File: src/rtl/uart_pkg.sv
// Shared FSM state type and default parameters for the UART transmit scheduler.
package uart_pkg;

    typedef enum logic [1:0] {
        ST_IDLE,
        ST_LAUNCH,
        ST_WAIT_DONE,
        ST_DRAIN
    } sched_state_e;

    localparam int DEF_NUM_REQ        = 4;
    localparam int DEF_TIMEOUT_CYCLES = 20000;

endpackage

File: src/rtl/uart_rr_arbiter.sv
// Combinational round-robin picker: first set req bit above last_winner, wrapping.
module uart_rr_arbiter
    import uart_pkg::*;
#(
    parameter int  NUM_REQ = DEF_NUM_REQ,
    localparam int IDX_W   = $clog2(NUM_REQ)
) (
    input  logic [NUM_REQ-1:0] req,
    input  logic [IDX_W-1:0]   last_winner,
    output logic [NUM_REQ-1:0] pick,
    output logic [IDX_W-1:0]   index,
    output logic               any
);

    int unsigned      cand;
    logic [IDX_W-1:0] cand_idx;

    always_comb begin
        pick     = '0;
        index    = '0;
        any      = 1'b0;
        cand     = 0;
        cand_idx = '0;
        for (int unsigned off = 1; off <= NUM_REQ; off++) begin
            cand     = (32'(last_winner) + off) % NUM_REQ;
            cand_idx = cand[IDX_W-1:0];
            if (!any && req[cand_idx]) begin
                any   = 1'b1;
                index = cand_idx;
            end
        end
        if (any) begin
            pick[index] = 1'b1;
        end
    end

endmodule

File: src/rtl/uart_tx_scheduler.sv
// Round-robin scheduler feeding one requester's byte at a time to a shared uart_tx.
// The done_tx watchdog is built only when UART_SCHED_TIMEOUT_EN is defined.
module uart_tx_scheduler
    import uart_pkg::*;
#(
    parameter int  NUM_REQ        = DEF_NUM_REQ,
    parameter int  TIMEOUT_CYCLES = DEF_TIMEOUT_CYCLES,
    localparam int IDX_W          = $clog2(NUM_REQ)
) (
    input  logic                 clk,
    input  logic                 rst,
    input  logic [NUM_REQ-1:0]   req,
    input  logic [8*NUM_REQ-1:0] req_data,
    output logic [NUM_REQ-1:0]   gnt,
    output logic                 tx_start,
    output logic [7:0]           tx_data_out,
    input  logic                 tx_active,
    input  logic                 done_tx,
    output logic                 busy,
    output logic                 timeout_err
);

    sched_state_e       state, state_nxt;
    logic [IDX_W-1:0]   last_winner, win_idx, arb_idx;
    logic [NUM_REQ-1:0] win_onehot, arb_pick;
    logic               arb_any;
    logic               wd_expire;

    uart_rr_arbiter #(.NUM_REQ(NUM_REQ)) u_arb (
        .req        (req),
        .last_winner(last_winner),
        .pick       (arb_pick),
        .index      (arb_idx),
        .any        (arb_any)
    );

`ifdef UART_SCHED_TIMEOUT_EN
    localparam int WD_W = $clog2(TIMEOUT_CYCLES + 1);
    logic [WD_W-1:0] watchdog;

    // Expiry is decided on the last WAIT_DONE cycle so the pulse lands as DRAIN starts.
    assign wd_expire = (state == ST_WAIT_DONE) && (watchdog == WD_W'(TIMEOUT_CYCLES - 1));

    always_ff @(posedge clk) begin
        if (!rst) begin
            watchdog    <= '0;
            timeout_err <= 1'b0;
        end else begin
            timeout_err <= wd_expire && !done_tx;
            if (state == ST_LAUNCH) begin
                watchdog <= '0;
            end else if (state == ST_WAIT_DONE) begin
                watchdog <= watchdog + WD_W'(1);
            end
        end
    end
`else
    assign wd_expire   = 1'b0;
    assign timeout_err = 1'b0;
`endif

    always_ff @(posedge clk) begin
        if (!rst) begin
            state <= ST_IDLE;
        end else begin
            state <= state_nxt;
        end
    end

    always_comb begin
        state_nxt = state;
        tx_start  = 1'b0;
        gnt       = '0;
        busy      = (state != ST_IDLE);
        case (state)
            ST_IDLE: begin
                if (arb_any) state_nxt = ST_LAUNCH;
            end
            ST_LAUNCH: begin
                tx_start  = 1'b1;
                gnt       = win_onehot;
                state_nxt = ST_WAIT_DONE;
            end
            ST_WAIT_DONE: begin
                if (done_tx || wd_expire) state_nxt = ST_DRAIN;
            end
            ST_DRAIN: begin
                // Wait for done_tx to drop so a held completion cannot retrigger a launch.
                if (!done_tx && !tx_active) state_nxt = ST_IDLE;
            end
            default: state_nxt = ST_IDLE;
        endcase
    end

    always_ff @(posedge clk) begin
        if (!rst) begin
            last_winner <= IDX_W'(NUM_REQ - 1);
            win_idx     <= '0;
            win_onehot  <= '0;
            tx_data_out <= '0;
        end else begin
            if (state == ST_IDLE && arb_any) begin
                win_idx     <= arb_idx;
                win_onehot  <= arb_pick;
                tx_data_out <= req_data[8*arb_idx +: 8];
            end
            if (state == ST_WAIT_DONE && state_nxt == ST_DRAIN) begin
                last_winner <= win_idx;
            end
        end
    end

endmodule

File: config.mk
export PLATFORM = sky130hd
export DESIGN_NAME = uart_tx_scheduler
export DESIGN_NICKNAME = d
export VERILOG_FILES = /design/src/rtl/uart_pkg.sv /design/src/rtl/uart_rr_arbiter.sv /design/src/rtl/uart_tx_scheduler.sv
export SDC_FILE = /design/constraint.sdc
export NUM_CORES = 1
export LEC_CHECK = 0
export CAP_MARGIN = 20
export CORE_MARGIN = 10
export CORE_UTILIZATION = 40
export CTS_CLUSTER_DIAMETER = 40
export DETAILED_ROUTE_END_ITERATION = 6
export PLACE_DENSITY = 0.84
export SLEW_MARGIN = 30
export SYNTH_ARGS = -nofsm -noshare
export SYNTH_HDL_FRONTEND = slang
export SYNTH_HIERARCHICAL = 1
export SYNTH_SLANG_ARGS = --single-unit
export TNS_END_PERCENT = 50
File: constraint.sdc
create_clock -name clk -period 2.2 [get_ports clk]
set_input_delay 0.44 -clock clk [delete_from_list [all_inputs] [get_ports clk]]
set_output_delay 0.44 -clock clk [all_outputs]
set_load 0.1 [all_outputs]
# Word-level counts from Yosys, hierarchy flattened
# Index checks and enable logic that the tools add are counted.
[totals]
register_bits = 18
in_bits = 40
out_inout_bits = 15
[op_classes]
add_sub_neg = 4
magnitude_cmp = 6
n_eq_ne = 4
shifts = 1
mux = 25
n_reduce_logical = 14
[op_table]
columns = ["operator", "n"]
rows = [
  ["$shiftx 32x6->8", 1],
  ["$lt 2x3->1 const B", 5],
  ["$mux 2", 7],
  ["$mux 1", 10],
  ["$bmux 1 s2", 4],
  ["$mux 4", 2],
  ["$pmux 2 s4", 1],
  ["$logic_and 1x1->1", 7],
  ["$eq 2x2->1 const B", 3],
  ["$logic_not 1->1", 5],
  ["$add 2x1->2 const B", 2],
  ["$add 2x2->2 const B", 2],
  ["$demux 1 s2", 1],
  ["$eq 2x1->1 const B", 1],
  ["$ge 2x1->1 const B", 1],
  ["$logic_not 2->1", 1],
  ["$reduce_bool 2->1", 1],
]

# Depth between registers and ports, before layout
[logic_depth]
word_depth = 18
mapped_depth = 7
ltp_nobuf = 5

# Hierarchy
# The synthesis kept the hierarchy.
[modules_own_cells]
columns = ["module", "n_inst", "cells_per_inst", "area_each_um2", "seq_area_each_um2"]
rows = [
  ["uart_tx_scheduler", 1, 80, 928.4, 360.3],
  ["uart_rr_arbiter", 1, 34, 222.7, 0.0],
]

# Worst setup path before layout
# OpenSTA, ideal clock, no wires.
[synth_timing]
kind = "register -> output"
from = "register state[0]"
to = "output port gnt[0]"
arrival_time_ns = 2.784
path_slack_ns = -1.024
path_stages_with_launch = 3
cell_sequence = "dfxtp_1 -> nor2b_1 -> and2_1"
[synth_between]
elab_chain_len = 2
[synth_lines]
columns = ["element", "line", "source"]
rows = [
  ["from (decl)", "uart_tx_scheduler.sv:23", "sched_state_e state, state_nxt;"],
  ["from (signal assigned)", "uart_tx_scheduler.sv:66", "state <= state_nxt;"],
  ["$eq 2x1->1", "uart_tx_scheduler.sv:75", "case (state)"],
  ["$mux 4", "uart_tx_scheduler.sv:75", ""],
  ["to (decl)", "uart_tx_scheduler.sv:14", "output logic [NUM_REQ-1:0] gnt,"],
]
# No other way between the ends.

# Final worst setup path
[layout_timing]
from = "input port req[1]"
to = "register tx_data_out[3]"
[layout_between]
elab_chain_len = 13
elab_cells_between_ends = 24
[layout_lines]
columns = ["element", "line", "source"]
rows = [
  ["from (decl)", "uart_tx_scheduler.sv:12", "input logic [NUM_REQ-1:0] req,"],
  ["$bmux 1 s2", "uart_rr_arbiter.sv:27", "if (!any && req[cand_idx]) begin"],
  ["$mux 1 (implied by the code)", "uart_rr_arbiter.sv:27", ""],
  ["$mux 1", "uart_rr_arbiter.sv:27", ""],
  ["$logic_not 1->1", "uart_rr_arbiter.sv:27", ""],
  ["$logic_and 1x1->1", "uart_rr_arbiter.sv:27", ""],
  ["$mux 1", "uart_rr_arbiter.sv:27", ""],
  ["$logic_not 1->1", "uart_rr_arbiter.sv:27", ""],
  ["$logic_and 1x1->1", "uart_rr_arbiter.sv:27", ""],
  ["$mux 1", "uart_rr_arbiter.sv:27", ""],
  ["$logic_not 1->1", "uart_rr_arbiter.sv:27", ""],
  ["$logic_and 1x1->1", "uart_rr_arbiter.sv:27", ""],
  ["$mux 2 (*)", "uart_rr_arbiter.sv:27", ""],
  ["named net arb_idx[0]", "uart_tx_scheduler.sv:24", "logic [IDX_W-1:0] last_winner, win_idx, arb_idx;"],
  ["$shiftx 32x6->8 (*)", "uart_tx_scheduler.sv:105", "tx_data_out <= req_data[8*arb_idx +: 8];"],
  ["to (signal assigned)", "uart_tx_scheduler.sv:105", ""],
  ["to (decl)", "uart_tx_scheduler.sv:16", "output logic [7:0] tx_data_out,"],
]
# The timed path passes the listed nets; every way through them passes the cells marked *. The select of a mux whose other input is x is not followed.
# A chain may end at the register's enable or synchronous reset.

==> metrics.log <==
[metrics] number of vias after detailed routing: 1,040
[metrics] Power, Total: 1.20 mW
[metrics] endpoint of the worst register-to-register path: tx_data_out[3]
[metrics] top area cells in the synthesized netlist: sky130_fd_sc_hd__dfxtp_1, sky130_fd_sc_hd__mux4_2, sky130_fd_sc_hd__mux2i_1
[metrics] count of TritonRoute iterations in the first routing pass: 5
[metrics] switching pwr: 487 uW
[metrics] worst setup path endpoint: tx_data_out[3]
[metrics] final cell count without fillers: 201
[metrics] grt ovf: 0
[metrics] Initial Utilization: 41.7%
[metrics] critical path type: input pin to flop
[metrics] internal power of the cells: 710 uW
[metrics] startpoint types: input pin
[metrics] path type of the worst min-delay path: flop to flop
[metrics] share of power burned in the clock network: 16.6%
[metrics] Diodes inserted: 0
[metrics] RSZ-0062 raised after global routing: no
[metrics] Post-CTS Setup Inserts: 0
[metrics] input/output buffers: 53
[metrics] pre-CTS setup slack: -0.226 ns
[metrics] Pleak: 0.730 nW
[metrics] post-CTS sizing: 0
[metrics] number of ports placed on the die boundary: 55
[metrics] endpoint required time on the critical path: 2.39 ns
[metrics] number of placed instances, taps included: 197
[metrics] Total Die Area: 5420 sq um
[metrics] largest net degree at the start of global routing: 19
[metrics] clock latency reported for the late side of the worst-skew pair: 0.28 ns
[metrics] Comb pwr share: 50.3%
[metrics] area grow syn2layout: 55.1%
[metrics] post-route fraction of the period consumed by the critical path: 95.1%
[metrics] nets@finish: 211
[metrics] number of max-slew violations in the final report: 0
[metrics] highest attainable clock frequency: 478 MHz
[metrics] total wire length after detailed routing: 3.39 mm
[metrics] number of buffers inserted during clock tree synthesis: 3
[metrics] Maximum Capacitance Violations: 0
[metrics] Sum Neg Setup Slack: 0 ns
[metrics] Worst Clk Skew: 0.00506 ns
[metrics] switching power share of the total: 40.7%
[metrics] number of DRC violations after detailed routing: 0
[metrics] routability cong.: 0.856
[metrics] Synth Cell Area: 1150 sq um
[metrics] fraction of registers with async set or reset after synthesis: 0%
[metrics] total power density per cell area: 671 nW/um^2
[metrics] CTS tree: yes
[metrics] x dimension of the die: 73.6 um
[metrics] share of Yosys cell area claimed by the top area cell type: 31.3%
[metrics] mean post-synth cell area: 10.1 sq um
[metrics] starting DRC count in detailed routing: 52
[metrics] post-DR vias/cell: 5.17
[metrics] element type at the critical path end: flop
[metrics] first-pass GRT wire length: 5.35 mm
[metrics] post-synthesis net count: 154
[metrics] count of synthesis-stage warnings from yosys: 6
[metrics] most frequently used flop master after synthesis: sky130_fd_sc_hd__dfxtp_1
[metrics] r2r setup slk: 0.33 ns
[metrics] clk sink count: 18
[metrics] run status: finished, final reports clean
[metrics] startpoint of the lowest-slack register-to-register path: last_winner[1]
[metrics] proportion of layout cells with a drive suffix above 1: 24.7%
[metrics] Sequential Power Share: 33.1%
[metrics] Placement Rows: 19
[metrics] DRT antenna net count: 0
[metrics] maximum level of the CTS H-tree: 1
[metrics] number of storage elements in the synthesis netlist: 18
[metrics] Longest Clk Path Bufs: 2
[metrics] distinct cell type count of the synthesized netlist: 34
[metrics] count of endpoints failing hold in the final timing report: 0
[metrics] sequential element share of the synthesized area: 31.3%
[metrics] clock transition at the registers of the reported paths: 0.10 ns
[metrics] Final HPWL DP: 2.87 mm
[metrics] data arrival at the endpoint of the critical path: 2.28 ns
[metrics] worst vdd rail ir drop: 0.000499 V
[metrics] post-synth top area cell: sky130_fd_sc_hd__dfxtp_1
[metrics] core box area: 2760 sq um
[metrics] vertical die dimension: 73.6 um
[metrics] average routed wire per standard cell: 16.8 um
[metrics] Worst Setup SP: req[1]
[metrics] number of global-route vias before repair: 1,069
[metrics] number of enable flip-flop cells after synthesis: 0
[metrics] post-synthesis cell count: 114
[metrics] final worst slack: 0.108 ns
[metrics] GRT Total Usage: 12.6%
[metrics] final critical delay including setup and external delays: 2.09 ns
[metrics] library cell used as clock root buffer: sky130_fd_sc_hd__clkbuf_4
[metrics] number of hold-repair buffers added at the cts stage: 0
[metrics] R2R cell count: 6
[metrics] number of antenna violations at the first check in global routing: 0
[metrics] largest fanout on the critical path: 9
[metrics] final setup violating endpoints: 0
-- worst max-delay path, cell delays in order --
cell and delay [ns]:
sky130_fd_sc_hd__clkdlybuf4s50_1 0.53, sky130_fd_sc_hd__and2b_1 0.17, sky130_fd_sc_hd__a21oi_1 0.05, sky130_fd_sc_hd__o221ai_1 0.18
sky130_fd_sc_hd__buf_4 0.24, sky130_fd_sc_hd__mux4_2 0.54, sky130_fd_sc_hd__o2bb2ai_1 0.14
-- power by group through the flow --
stage	Clock (mW)	Sequential [mW]	Combinational (mW)
after floorplan	0	0.554	0.274
after global placement	0	0.402	0.595
after detailed placement	0	0.404	0.606
after CTS	0.201	0.396	0.607
after global routing	0.216	0.402	0.634
final	0.199	0.396	0.602
-- flip-flops by register name (all words and copies together) (netlist names) --
register / cells
win_idx: 2
win_onehot: 4
last_winner: 2
tx_data_out: 8
state: 2
-- metrics by stage --
step                      hold slack (ns)  instance area, sq um  utilization, %
after global placement              0.452                  1750            63.4
after detailed placement            0.459                  1750            63.4
final                               0.468                  1790            64.7
after global routing                0.498                  1790            64.7
after CTS                           0.473                  1790            64.7
after floorplan                     0.441                  1160               -
-- worst min-delay path by stage --
stage | slack (ns) | from | end | depth (start not counted)
after global placement | 0.45 | tx_data_out[6] | tx_data_out[6] | 2
after detailed placement | 0.46 | tx_data_out[7] | tx_data_out[7] | 2
after CTS | 0.47 | tx_data_out[7] | tx_data_out[7] | 2
final | 0.47 | tx_data_out[6] | tx_data_out[6] | 2
after floorplan | 0.44 | win_idx[0] | last_winner[0] | 2
after global routing | 0.50 | tx_data_out[6] | tx_data_out[6] | 2
-- cell type report --
type / instances / area (sq um)
repair buffers: 63 / 646
multi-input cells: 83 / 697
clock buffers: 4 / 36.3
well taps: 31 / 38.8
flip-flops and latches: 18 / 360
fillers: 233 / 972
inverters: 2 / 7.51
-- cells in the final DEF, fill, tap and decap left out, types with 4 or more instances in the layout --
cell type and count:
sky130_fd_sc_hd__buf_12 6, sky130_fd_sc_hd__buf_4 18, sky130_fd_sc_hd__mux2i_1 8, sky130_fd_sc_hd__mux4_2 8, sky130_fd_sc_hd__nand2_1 14, sky130_fd_sc_hd__clkdlybuf4s50_1 39
sky130_fd_sc_hd__dfxtp_1 18, sky130_fd_sc_hd__nor2b_1 8, sky130_fd_sc_hd__nor2_1 4, sky130_fd_sc_hd__o2bb2ai_1 8, sky130_fd_sc_hd__a21oi_1 4
-- routing by layer --
| metal | part of all wire [%] | wire length [um] | vias to the layer above | GRT usage [%] |
|---|---|---|---|---|
| li1 | - | - | 523 | - |
| met1 | 40 | 1360 | 489 | 14.3 |
| met2 | 53 | 1800 | 22 | 22.7 |
| met3 | 3.9 | 131 | 6 | 1.88 |
| met4 | 2.7 | 93 | 0 | 4.97 |
| met5 | 0 | 0 | - | 0 |
-- synthesized netlist by cell type, drive strengths merged (2+ instances only) --
cell type  count
o2bb2ai        8
buf            7
nor2b          9
a211oi         2
nand2         14
clkbuf         4
o21ai          3
inv            2
mux4           8
mux2i          8
o21bai         2
nor2           4
and2           6
and2b          2
dfxtp         18
a21oi          4
-- cell families after synthesis --
kind of cell,Yosys count,synth area share (%)
AND/OR/NAND/NOR,38,18.3
AO/OA/AOI/OAI,28,18.5
multiplexers,16,22.6
buffers and inverters,13,9.02
flip-flops,18,31.3
other,1,0.326
Power figures use the tool's default switching activity.
